<file path="config.mk">
export PLATFORM = sky130hd
export DESIGN_NAME = sdc_cmd_sequencer
export DESIGN_NICKNAME = d
export VERILOG_FILES = /design/src/rtl/sdc_cmd_sequencer.sv
export SDC_FILE = /design/constraint.sdc
export NUM_CORES = 1
export LEC_CHECK = 0
export ABC_AREA = 1
export BUFFER_PORTS_ARGS = -buffer_cell sky130_fd_sc_hd__buf_2
export CAP_MARGIN = 20
export CORE_MARGIN = 4
export CORE_UTILIZATION = 50
export CTS_CLUSTER_DIAMETER = 120
export DETAILED_ROUTE_END_ITERATION = 10
export PLACE_DENSITY_LB_ADDON = 0.2
export SYNTH_ARGS = -nofsm -noshare
export SYNTH_HDL_FRONTEND = slang
export SYNTH_SLANG_ARGS = --single-unit
</file>
<file path="constraint.sdc">
create_clock -name wb_clk -period 13.75 [get_ports wb_clk]
set_clock_uncertainty 0.1 [all_clocks]
set_input_delay 0.6875 -clock wb_clk [delete_from_list [all_inputs] [get_ports wb_clk]]
set_output_delay 0.6875 -clock wb_clk [all_outputs]
set_load 0.005 [all_outputs]
</file>
<file path="src/rtl/sdc_cmd_sequencer.sv">
// Wishbone master that runs one SD command through the sdc_controller register port.
// Define SDC_CMD_SEQ_WATCHDOG_EN to bound status polling at POLL_LIMIT reads.
module sdc_cmd_sequencer #(
   parameter logic [15:0] POLL_LIMIT = 16'hFFFF
) (
   input  logic        wb_clk,
   input  logic        reset,
   input  logic        cmd_valid,
   output logic        cmd_ready,
   input  logic [5:0]  cmd_index,
   input  logic [7:0]  cmd_cfg,
   input  logic [31:0] cmd_arg,
   output logic        rsp_valid,
   output logic [4:0]  rsp_status,
   output logic [31:0] rsp_data,
   output logic        rsp_timeout,
   output logic        busy,
   output logic [7:0]  wbm_adr_o,
   output logic [31:0] wbm_dat_o,
   input  logic [31:0] wbm_dat_i,
   output logic [3:0]  wbm_sel_o,
   output logic        wbm_we_o,
   output logic        wbm_cyc_o,
   output logic        wbm_stb_o,
   input  logic        wbm_ack_i
);

   localparam logic [7:0] ADR_ARGUMENT   = 8'h00;
   localparam logic [7:0] ADR_COMMAND    = 8'h04;
   localparam logic [7:0] ADR_RESPONSE_0 = 8'h08;
   localparam logic [7:0] ADR_CMD_EVENT  = 8'h34;

   typedef enum logic [2:0] {
      IDLE, WR_ARG, WR_CMD, RD_STAT, RD_RESP, CLR_STAT, DONE
   } state_t;

   state_t      state, next_state;
   logic [5:0]  index_q;
   logic [7:0]  cfg_q;
   logic [31:0] arg_q;
   logic [15:0] poll_cnt;
   logic [4:0]  stat_q;
   logic [31:0] data_q;
   logic        timeout_q;
   logic        ack_hit, accept, poll_expired;
   logic        acc_req, acc_we;
   logic [7:0]  acc_adr;
   logic [31:0] acc_dat;

   assign ack_hit   = wbm_cyc_o & wbm_stb_o & wbm_ack_i;
   assign cmd_ready = (state == IDLE);
   assign busy      = (state != IDLE);
   assign rsp_valid = (state == DONE);
   assign accept    = cmd_valid & cmd_ready;

`ifdef SDC_CMD_SEQ_WATCHDOG_EN
   assign poll_expired = (({1'b0, poll_cnt} + 17'd1) >= {1'b0, POLL_LIMIT});
`else
   logic unused_poll;
   assign poll_expired = 1'b0;
   assign unused_poll  = ^{POLL_LIMIT, poll_cnt};
`endif

   always_ff @(posedge wb_clk or posedge reset) begin
      if (reset) state <= IDLE;
      else       state <= next_state;
   end

   always_comb begin
      next_state = state;
      case (state)
         IDLE:     if (cmd_valid) next_state = WR_ARG;
         WR_ARG:   if (ack_hit) next_state = WR_CMD;
         WR_CMD:   if (ack_hit) next_state = RD_STAT;
         RD_STAT:  if (ack_hit && ((wbm_dat_i[4:0] != 5'd0) || poll_expired)) next_state = RD_RESP;
         RD_RESP:  if (ack_hit) next_state = CLR_STAT;
         CLR_STAT: if (ack_hit) next_state = DONE;
         DONE:     next_state = IDLE;
         default:  next_state = IDLE;
      endcase
   end

   // Which register access the current state wants on the bus
   always_comb begin
      acc_req = 1'b1;
      acc_we  = 1'b0;
      acc_adr = 8'h00;
      acc_dat = 32'd0;
      case (state)
         WR_ARG:   begin acc_we = 1'b1; acc_adr = ADR_ARGUMENT; acc_dat = arg_q; end
         WR_CMD:   begin acc_we = 1'b1; acc_adr = ADR_COMMAND; acc_dat = {18'd0, index_q, cfg_q}; end
         RD_STAT:  acc_adr = ADR_CMD_EVENT;
         RD_RESP:  acc_adr = ADR_RESPONSE_0;
         CLR_STAT: begin acc_we = 1'b1; acc_adr = ADR_CMD_EVENT; end
         default:  acc_req = 1'b0;
      endcase
   end

   // Bus signals start one edge after an idle cycle and drop on the ack edge
   always_ff @(posedge wb_clk or posedge reset) begin
      if (reset) begin
         wbm_cyc_o <= 1'b0;
         wbm_stb_o <= 1'b0;
         wbm_we_o  <= 1'b0;
         wbm_sel_o <= 4'b0000;
         wbm_adr_o <= 8'h00;
         wbm_dat_o <= 32'd0;
      end else if (wbm_cyc_o) begin
         if (wbm_ack_i) begin
            wbm_cyc_o <= 1'b0;
            wbm_stb_o <= 1'b0;
            wbm_we_o  <= 1'b0;
            wbm_sel_o <= 4'b0000;
            wbm_adr_o <= 8'h00;
            wbm_dat_o <= 32'd0;
         end
      end else if (acc_req) begin
         wbm_cyc_o <= 1'b1;
         wbm_stb_o <= 1'b1;
         wbm_we_o  <= acc_we;
         wbm_sel_o <= 4'b1111;
         wbm_adr_o <= acc_adr;
         wbm_dat_o <= acc_dat;
      end
   end

   // Command latch, poll bookkeeping, and response registers published at DONE
   always_ff @(posedge wb_clk or posedge reset) begin
      if (reset) begin
         index_q     <= 6'd0;
         cfg_q       <= 8'd0;
         arg_q       <= 32'd0;
         poll_cnt    <= 16'd0;
         stat_q      <= 5'd0;
         data_q      <= 32'd0;
         timeout_q   <= 1'b0;
         rsp_status  <= 5'd0;
         rsp_data    <= 32'd0;
         rsp_timeout <= 1'b0;
      end else begin
         if (accept) begin
            index_q   <= cmd_index;
            cfg_q     <= cmd_cfg;
            arg_q     <= cmd_arg;
            timeout_q <= 1'b0;
         end
         if (state == WR_CMD) poll_cnt <= 16'd0;
         if (state == RD_STAT && ack_hit) begin
            stat_q <= wbm_dat_i[4:0];
            if (wbm_dat_i[4:0] == 5'd0) begin
               if (poll_cnt != 16'hFFFF) poll_cnt <= poll_cnt + 16'd1;
               if (poll_expired) timeout_q <= 1'b1;
            end
         end
         if (state == RD_RESP && ack_hit) data_q <= wbm_dat_i;
         if (state == CLR_STAT && ack_hit) begin
            rsp_status  <= stat_q;
            rsp_data    <= data_q;
            rsp_timeout <= timeout_q;
         end
      end
   end

endmodule

</file>
Word level (Yosys, flattened, before mapping)
Cells that the tools add are included.

Bits in registers: 170. Bits in latches: 0. Memory bits (writable): 0. ROM bits: 0. Input bits: 82. Output and inout port bits: 88. Logic and storage cells: 71. Memories kept: 0.

Add/sub/neg operators: 0. Multiply operators: 0. Div/mod/pow operators: 0. Magnitude comparators: 0. Equality and inequality tests: 13. Shift-type cells: 0. Mux-type cells: 28. Bitwise logic cells: 3. Reduce and logical (&&, ||, !) cells: 13.

Operator list (count): 2-to-1 mux 32 bit (3); one-hot mux 32 bit (2 select lines) (1); 2-to-1 mux 8 bit (3); 2-to-1 mux 3 bit (6); one-hot mux 3 bit (6 select lines) (1); one-hot mux 6 bit (3 select lines) (1); 2-to-1 mux 4 bit (3); != test 2 bit (second input constant) (6); 2-to-1 mux 1 bit (10); equality test 3 bit (second input constant) (3); equality test 3 x 2 -> 1 bit (second input constant) (2); AND reduction 6 bit (1); nonzero test 5 bit (1); OR reduction 5 bit (1); logical AND 1 bit (4); bitwise AND 1 bit (3); equality test 3 x 1 -> 1 bit (second input constant) (1); zero test 3 bit (1); nonzero test 3 bit (1); OR reduction 3 bit (1); != test 2 x 1 -> 1 bit (second input constant) (1); AND reduction 2 bit (1); nonzero test 2 bit (1); OR reduction 2 bit (1).

Longest topological paths before layout
Gate-level depths: netlist (run 1).

Word-level depth: 5. Mapped depth: 9. Mapped depth without buffers: 7.

Worst setup path after synthesis (run 1)
Ideal clock, no wire load.

Path kind: register to output. Start: reg state[0]. End: out cmd_ready. Arrival time: 0.975 ns. Required time: 12.962 ns. Slack: 11.988 ns. Stages on the path, launching flop included: 6. Path buffers: 2. Path through: dfrtp_1 > buf_4 > nor2_2 > nand2_2 > inv_4 > buf_2.

Cells in the longest elaborated chain, start to end: 1.

RTL lines: start: declaration (line 37) `state_t state, next_state;`; start signal: assignment (line 66) `else state <= next_state;`; zero test 3 bit (line 51) `assign cmd_ready = (state == IDLE);`; end: declaration (line 9) `output logic cmd_ready,`.

Every way passes these cells.

Worst setup path after layout (run 1)
Start: reg wbm_cyc_o. End: reg rsp_data[1].

Cells in the longest elaborated chain, start to end: 3.

RTL lines: start: declaration (line 23) `output logic wbm_cyc_o,`; start signal: assignment (line 102) `wbm_cyc_o <= 1'b0;`; start signal: assignment (line 110) `wbm_cyc_o <= 1'b0;`; start signal: assignment (line 118) `wbm_cyc_o <= 1'b1;`; bitwise AND 1 bit (2 in a row) (line 50) `assign ack_hit = wbm_cyc_o & wbm_stb_o & wbm_ack_i;`; logical AND 1 bit (line 156) `if (state == CLR_STAT && ack_hit) begin`; end signal: assignment (line 158) `rsp_data <= data_q;`; end: declaration (line 15) `output logic [31:0] rsp_data,`.

Every way passes these cells. A chain may end at the register's enable or synchronous reset.

==> metrics.yaml, run 1 <==
crit_required_ps: 13990
final_cells: 1009
ys_types: 30
power_frac_comb_pct: 31.2
yosys_warnings: 0
r2r_cells: 8
cts_sinks: 161
cp-startpoint: "wbm_cyc_o"
r2r_slack_ps: 11310
core_area_sq_mm: 0.0127
fin_crit_ps: 2440
antenna_cells: 0
io_pins: 170
drc_errors: 0
fin_setup_tns_ps: 0
drt_first_pass_iters: 5
drtAntennaViolNets: 0
num_vias: 5092
grt_pass1_vias: 5010
holdCritPathClass: "input pin to asynchronous set/reset pin"
drive_above_1_share_pct: 25.9
finalSetupViolations: 0
cp-start-kind: "flip-flop"
num-fill-cells: 1082
power_frac_clock_pct: 24.5
max_freq_ghz: 0.410
clock_path_buffers: 2
wl_um: 14800
timing.rr.end: "rsp_data[1]"
cp.arrival_ps: 2670
viasPerCell: 5.05
worstSetupEndpointType: "flip-flop"
critical_path_buf_inv_count: 3
p_sw_w: 0.000615
timing.rr.start: "wbm_cyc_o"
synth-seq-cells: 161
internal_power_w: 0.00115
wl_per_cell_um: 14.7
chipHeight_um: 122
final_nets: 906
fin_crit_sh_pct: 17.7
cts-root-buf: "clkbuf_16"
power.total_w: 0.00177
clk_pin_slew_worst_paths_ps: 60
critPathMaxFanout: 40
worst-path-stages: 8
hold_violations: 0
rows: 41
crit_slowest_cell: "buf_4"
criticalPathCategory: "flip-flop to flip-flop"
power_density_mw_per_mm2: 224
cp-endpoint: "rsp_data[1]"
ys_seq_area_share_pct: 62.0
drt_iter0_markers: 412
slew_headroom_pct: 48.7
cts_setup_buffers: 0
dieArea_sq_mm: 0.0149
dp.cells: 975
postSynthCellCount: 680
tritoncts: "built"
dp_hpwl_um: 9970
gp_congestion: 0.808
cts_hold_buf: 0
grt.overflow.total: 0
port_buffers: 164
rsz0062_at_grt: "no"
grt_pass1_wl_um: 24000
dp_slack_ps: 10900
clk_latency_ps: 430
grt_max_degree: 86
finalMaxSlewViolations: 0
avgSynthCellArea_sq_um: 9.56
area_growth_pct: 21.2
gr-usage-all-layers_pct: 20.8
ctsResizeCount: 0
post-route-util_pct: 62.2
initial_utilization_pct: 51.3
p_sw_share_pct: 34.8
antenna_found_initial: 0
slowest_delay_ps: 450
path_cells: "nand2_1, buf_4, nor2_4, inv_2, nor2_4, buf_4, nor2_1, a21oi_1"
vdd_drop_max_mv: 0.126
p_leak_nw: 4.17
cts_made_buffers: 17
syn_area_sq_mm: 0.00650
cp_top_family: "buffers and inverters"
layout_setup_ws_ps: 11310
seq_power_share_pct: 44.3
htree_levels: 4
drv_cap: 0
worst_slew_pin_slew_ps: 769
status: "complete, no violations"
die_w_um: 122
[area by class of cell]
class / count / area (sq um) / share of cell area, %
Timing Repair Buffer: 171 / 898 / 11.4
Tap cell: 172 / 215 / 2.73
Multi-Input combinational cell: 404 / 1920 / 24.4
Clock buffer: 27 / 523 / 6.64
Clock inverter: 5 / 25.0 / 0.318
Sequential cell: 161 / 4030 / 51.2
Inverter: 69 / 267 / 3.38
[cells in the final DEF (no fill, tap or decap), types with 3 or more instances in the layout]
cell       instances
clkbuf_8           6
dfrtp_1          161
buf_2            164
nand3_1           69
conb_1             5
clkbuf_1           4
o211ai_1          15
buf_4              5
nand4_1            4
o21ai_0           58
a21oi_1           59
clkinv_2           5
nor2_1            60
nand2_1          109
inv_1             63
nor2_4             3
o21ai_1            7
inv_2              3
clkbuf_16         17
[how the worst min path moves through the flow]
stage | end | slack [ps] | depth (start not counted)
finish | data_q[17] | 280 | 2
detailed placement | rsp_data[29] | 350 | 2
floorplan | cfg_q[7] | 340 | 2
global placement | rsp_data[30] | 360 | 2
CTS | arg_q[3] | 300 | 2
global route | data_q[17] | 330 | 2
[power groups by stage]
stage	sequential (W)	combinational [W]	clock (W)
final	0.000783	0.000551	0.000432
after detailed placement	0.000790	0.000556	0
after floorplan	0.000773	0.000378	0
after global routing	0.000805	0.000630	0.000463
after CTS	0.000784	0.000560	0.000441
after global placement	0.000781	0.000531	0
[cell families (layout without fill, tap and decap cells)]
family | after synthesis | count (layout) | share of synthesized area, %
multiplexers | 4 | 4 | 0.693
other | 1 | 5 | 0.0577
AND/OR/NAND/NOR | 254 | 254 | 17.0
AO/OA/AOI/OAI | 141 | 141 | 11.5
buffers and inverters | 119 | 272 | 8.72
flip-flops | 161 | 161 | 62.0
[stage by stage]
| step | hold WS, ps | instance area [sq um] |
|---|---|---|
| floorplan | 343 | 6510 |
| global placement | 359 | 7290 |
| detailed placement | 353 | 7290 |
| CTS | 300 | 7840 |
| global route | 330 | 7880 |
| finish | 277 | 7880 |
[registers in the layout, summed over array words and instances, names as in the netlist]
| name | cells |
|---|---|
| stat_q | 5 |
| state | 3 |
| arg_q | 32 |
| wbm_adr_o | 3 |
| index_q | 6 |
| wbm_we_o | 1 |
| wbm_sel_o | 1 |
| cfg_q | 8 |
| rsp_data | 32 |
| data_q | 32 |
| wbm_dat_o | 32 |
| rsp_status | 5 |
| wbm_cyc_o | 1 |
[worst reg2reg max path: stages (launching register included)]
cell	delay [ps]
dfrtp_1	430
nand2_1	70
buf_4	280
nor2_4	180
inv_2	170
nor2_4	440
buf_4	450
nor2_1	90
a21oi_1	150
[Yosys cell counts (all sizes together)]
cell,number,area share [%]
mux2,4,0.69
nor2,65,4.2
nand3,71,5.6
a21o,1,0.12
a22oi,1,0.12
conb,1,0.058
dfrtp,161,62
a21oi,59,4.5
clkbuf,9,0.52
inv,68,4.0
nand2,112,6.7
buf,41,4.2
o21ai,65,5.0
nor3,1,0.077
o211ai,15,1.7
clkinv,1,0.058
nand4,4,0.38
or2,1,0.096
[metal layers]
metal | share of wire (%) | wire (um) | vias to the layer above | global-route usage (%)
met2 | 49 | 7230 | 159 | 32.3
li1 | - | - | 2478 | -
met1 | 43 | 6300 | 2434 | 27.7
met5 | 0 | 0 | - | 0
met3 | 6.8 | 1010 | 21 | 6.92
met4 | 1.6 | 238 | 0 | 7.42
(Power assumes the default switching activity.)
==> run 2, diff against run 1 <==
- ABC_AREA: 1 -> 0
- clock period: 13.75 -> 2.5 ns (I/O delays scaled with it)
==> metrics.yaml, run 2 <==
status: "complete, no violations"  # unchanged
final_common_cell: "buf_2"  # unchanged
drv_cap: 0  # unchanged
dieArea_sq_mm: 0.0146  # was 0.0149 sq mm
wl_per_cell_um: 16.6  # was 14.7 um
final_cells: 840  # was 1009
tritoncts: "built"  # unchanged
holdCritPathClass: "input pin to flip-flop"  # was input pin to asynchronous set/reset pin
final_cell_mix: "164 x buf_2, 161 x dfrtp_1, 112 x mux2_2"  # was 164 x buf_2, 161 x dfrtp_1, 109 x nand2_1
worst_slew_pin_slew_ps: 688  # was 769 ps
hold_depth: 4
postPlaceCellArea_sq_mm: 0.00733  # was 0.00729 sq mm
r2r_slack_ps: 440  # was 11310 ps
synthTopCellsByCount: "161 x dfrtp_1, 112 x mux2_2, 34 x a22o_1, 15 x a21o_1, 15 x buf_4"  # was 161 x dfrtp_1, 109 x nand2_1, 69 x nand3_1, 64 x inv_1, 60 x nor2_1
multi_input_area_sq_mm: 0.00213  # was 0.00192 sq mm
die_w_um: 121  # was 122 um
max_freq_ghz: 0.486  # was 0.410 GHz
drt_iter0_markers: 176  # was 412
viasPerCell: 5.11  # was 5.05
num_vias: 4293  # was 5092
finalMaxSlewViolations: 0  # unchanged
cp.arrival_ps: 2300  # was 2670 ps
fin_crit_ps: 2060  # was 2440 ps
io_pins: 170  # unchanged
vdd_drop_max_mv: 0.529  # was 0.126 mV
area.sequential_sq_mm: 0.00403  # unchanged
ys_types: 35  # was 30
hold_violations: 0  # unchanged
fin_setup_tns_ps: 0  # unchanged
final_nets: 742  # was 906
grt.overflow.total: 0  # unchanged
p_leak_nw: 4.49  # was 4.17 nW
ctsResizeCount: 0  # unchanged
hp-start: "cmd_valid"
cts_setup_buffers: 0  # unchanged
antenna_found_initial: 0  # unchanged
syn_area_sq_mm: 0.00636  # was 0.00650 sq mm
initial_utilization_pct: 52.1  # was 51.3%
wl_um: 13900  # was 14800 um
drt_first_pass_iters: 5  # unchanged
htree_levels: 4  # unchanged
synth_area_leaders: "dfrtp_1 63%, mux2_2 20%, a22o_1 4.7%, a21o_1 1.8%, buf_4 1.8%"  # was dfrtp_1 62%, nand2_1 6.3%, nand3_1 5.3%, a21oi_1 4.5%, o21ai_0 4.5%
crit_required_ps: 2750  # was 13990 ps
finalSetupViolations: 0  # unchanged
synth-seq-cells: 161  # unchanged
cts_sinks: 161  # unchanged
area_growth_pct: 37.1  # was 21.2%
drtAntennaViolNets: 0  # unchanged
synth.most_common_cell: "dfrtp_1"  # unchanged
grt_pass1_wl_um: 23500  # was 24000 um
r2r_cells: 4  # was 8
port_buffers: 164  # unchanged
num-fill-cells: 869  # was 1082
critPathMaxFanout: 32  # was 40
drive_above_1_share_pct: 48.1  # was 25.9%
gr-usage-all-layers_pct: 20.6  # was 20.8%
synth_top_area_cell: "dfrtp_1"  # unchanged
slew_headroom_pct: 54.2  # was 48.7%
hold_path_end: "state[0]"
chipHeight_um: 121  # was 122 um
postSynthCellCount: 418  # was 680
power_density_mw_per_mm2: 1030  # was 224 mW/mm^2
avgSynthCellArea_sq_um: 15.2  # was 9.56 sq um
ys.flop_type: "dfrtp_1"  # unchanged
timing.rr.end: "wbm_dat_o[28]"  # was rsp_data[1]
rsz0062_at_grt: "no"  # unchanged
clk_pin_slew_worst_paths_ps: 60  # about the same
cts-root-buf: "clkbuf_16"  # unchanged
grt_max_degree: 127  # was 86
yosys_warnings: 0  # unchanged
ys_seq_area_share_pct: 63.3  # was 62.0%
clk_latency_ps: 410  # was 430 ps
ys_async_sr_fraction_pct: 100  # unchanged
cp-start-kind: "flip-flop"  # unchanged
gp_congestion: 0.842  # was 0.808
cts_made_buffers: 17  # unchanged
cts_hold_buf: 80  # was 0
fin_crit_sh_pct: 82.3  # was 17.7%
criticalPathCategory: "flip-flop to flip-flop"  # unchanged
final_area_sq_mm: 0.00872  # was 0.00788 sq mm
holdWs_ps: 170  # was 277 ps
synth_edf_count: 0  # unchanged
post-route-util_pct: 71.4  # was 62.2%
timing.rr.start: "state[1]"  # was wbm_cyc_o
dp_hpwl_um: 8640  # was 9970 um
drc_errors: 0  # unchanged
antenna_cells: 0  # unchanged
core_area_sq_mm: 0.0122  # was 0.0127 sq mm
rows: 40  # was 41
dp.cells: 729  # was 975
clock_path_buffers: 2  # unchanged
yosys.area.top_type_share_pct: 63.3  # was 62.0%
worstSetupEndpointType: "flip-flop"  # unchanged
grt_pass1_vias: 4643  # was 5010
## run 2: cell types whose count changed in the layout (fill, tap and decap cells not counted), sizes merged, moves of 55 or more
| cell | delta |
|---|---|
| mux2 | +116 |
| a21oi | -55 |
| o21ai | -64 |
| dlygate4sd3 | +80 |
| inv | -62 |
| nand2 | -106 |
| nor2 | -62 |
| nand3 | -69 |
## run 2: worst max path at each step
| stage | startpoint | to | cells after the start |
|---|---|---|---|
| floorplan | reset | arg_q[0] | 1 |
| global placement | state[1] | stat_q[0] | 3 |
| detailed placement | wbm_cyc_o | rsp_data[27] | 4 |
| CTS | state[1] | wbm_dat_o[28] | 4 |
| global route | wbm_cyc_o | rsp_data[24] | 4 |
| finish | state[1] | wbm_dat_o[28] | 4 |
## run 2: metrics by stage
stage	power, W	setup slack (ps)
4_1_cts	0.00908	446
3_5_place_dp	0.00643	453
6_report	0.00901	443
2_1_floorplan	0.00563	232
5_1_grt	0.00958	312
3_3_place_gp	0.00629	534
## run 2: where the power goes
part / switching, W / internal, W / total, W
registers: 0.000574 / 0.00344 / 0.00401
clock network: 0.000950 / 0.00159 / 0.00254
logic: 0.00105 / 0.00141 / 0.00246
total: 0.00257 / 0.00644 / 0.00901
## run 2: layout make-up
class | instances | share of cell area (%)
repair buffers | 253 | 19.9
multi-input cells | 220 | 24.4
flip-flops and latches | 161 | 46.2
well taps | 168 | 2.41
clock buffers | 26 | 5.84
inverters | 7 | 0.344
clock inverters | 5 | 0.861
## run 2: cell families after synthesis
group	synth area share (%)
DFF	63.3
muxes	21.2
AOI/OAI and AO/OA	8.40
buffers and inverters	3.86
and+or+nand+nor	3.11
other	0.0590
## run 2: layer usage
layer	wire length (um)	GRT usage (%)	share of wire [%]
met3	805	5.99	5.8
met1	5660	25.7	41
met4	293	7.72	2.1
met5	0	0	0
met2	7160	34.1	51
## run 2: critical path, cell delays in order, from the launching register on
cell,delay [ps]
dfrtp_1,780
nand2_1,260
a31oi_2,250
buf_4,380
a22o_1,200
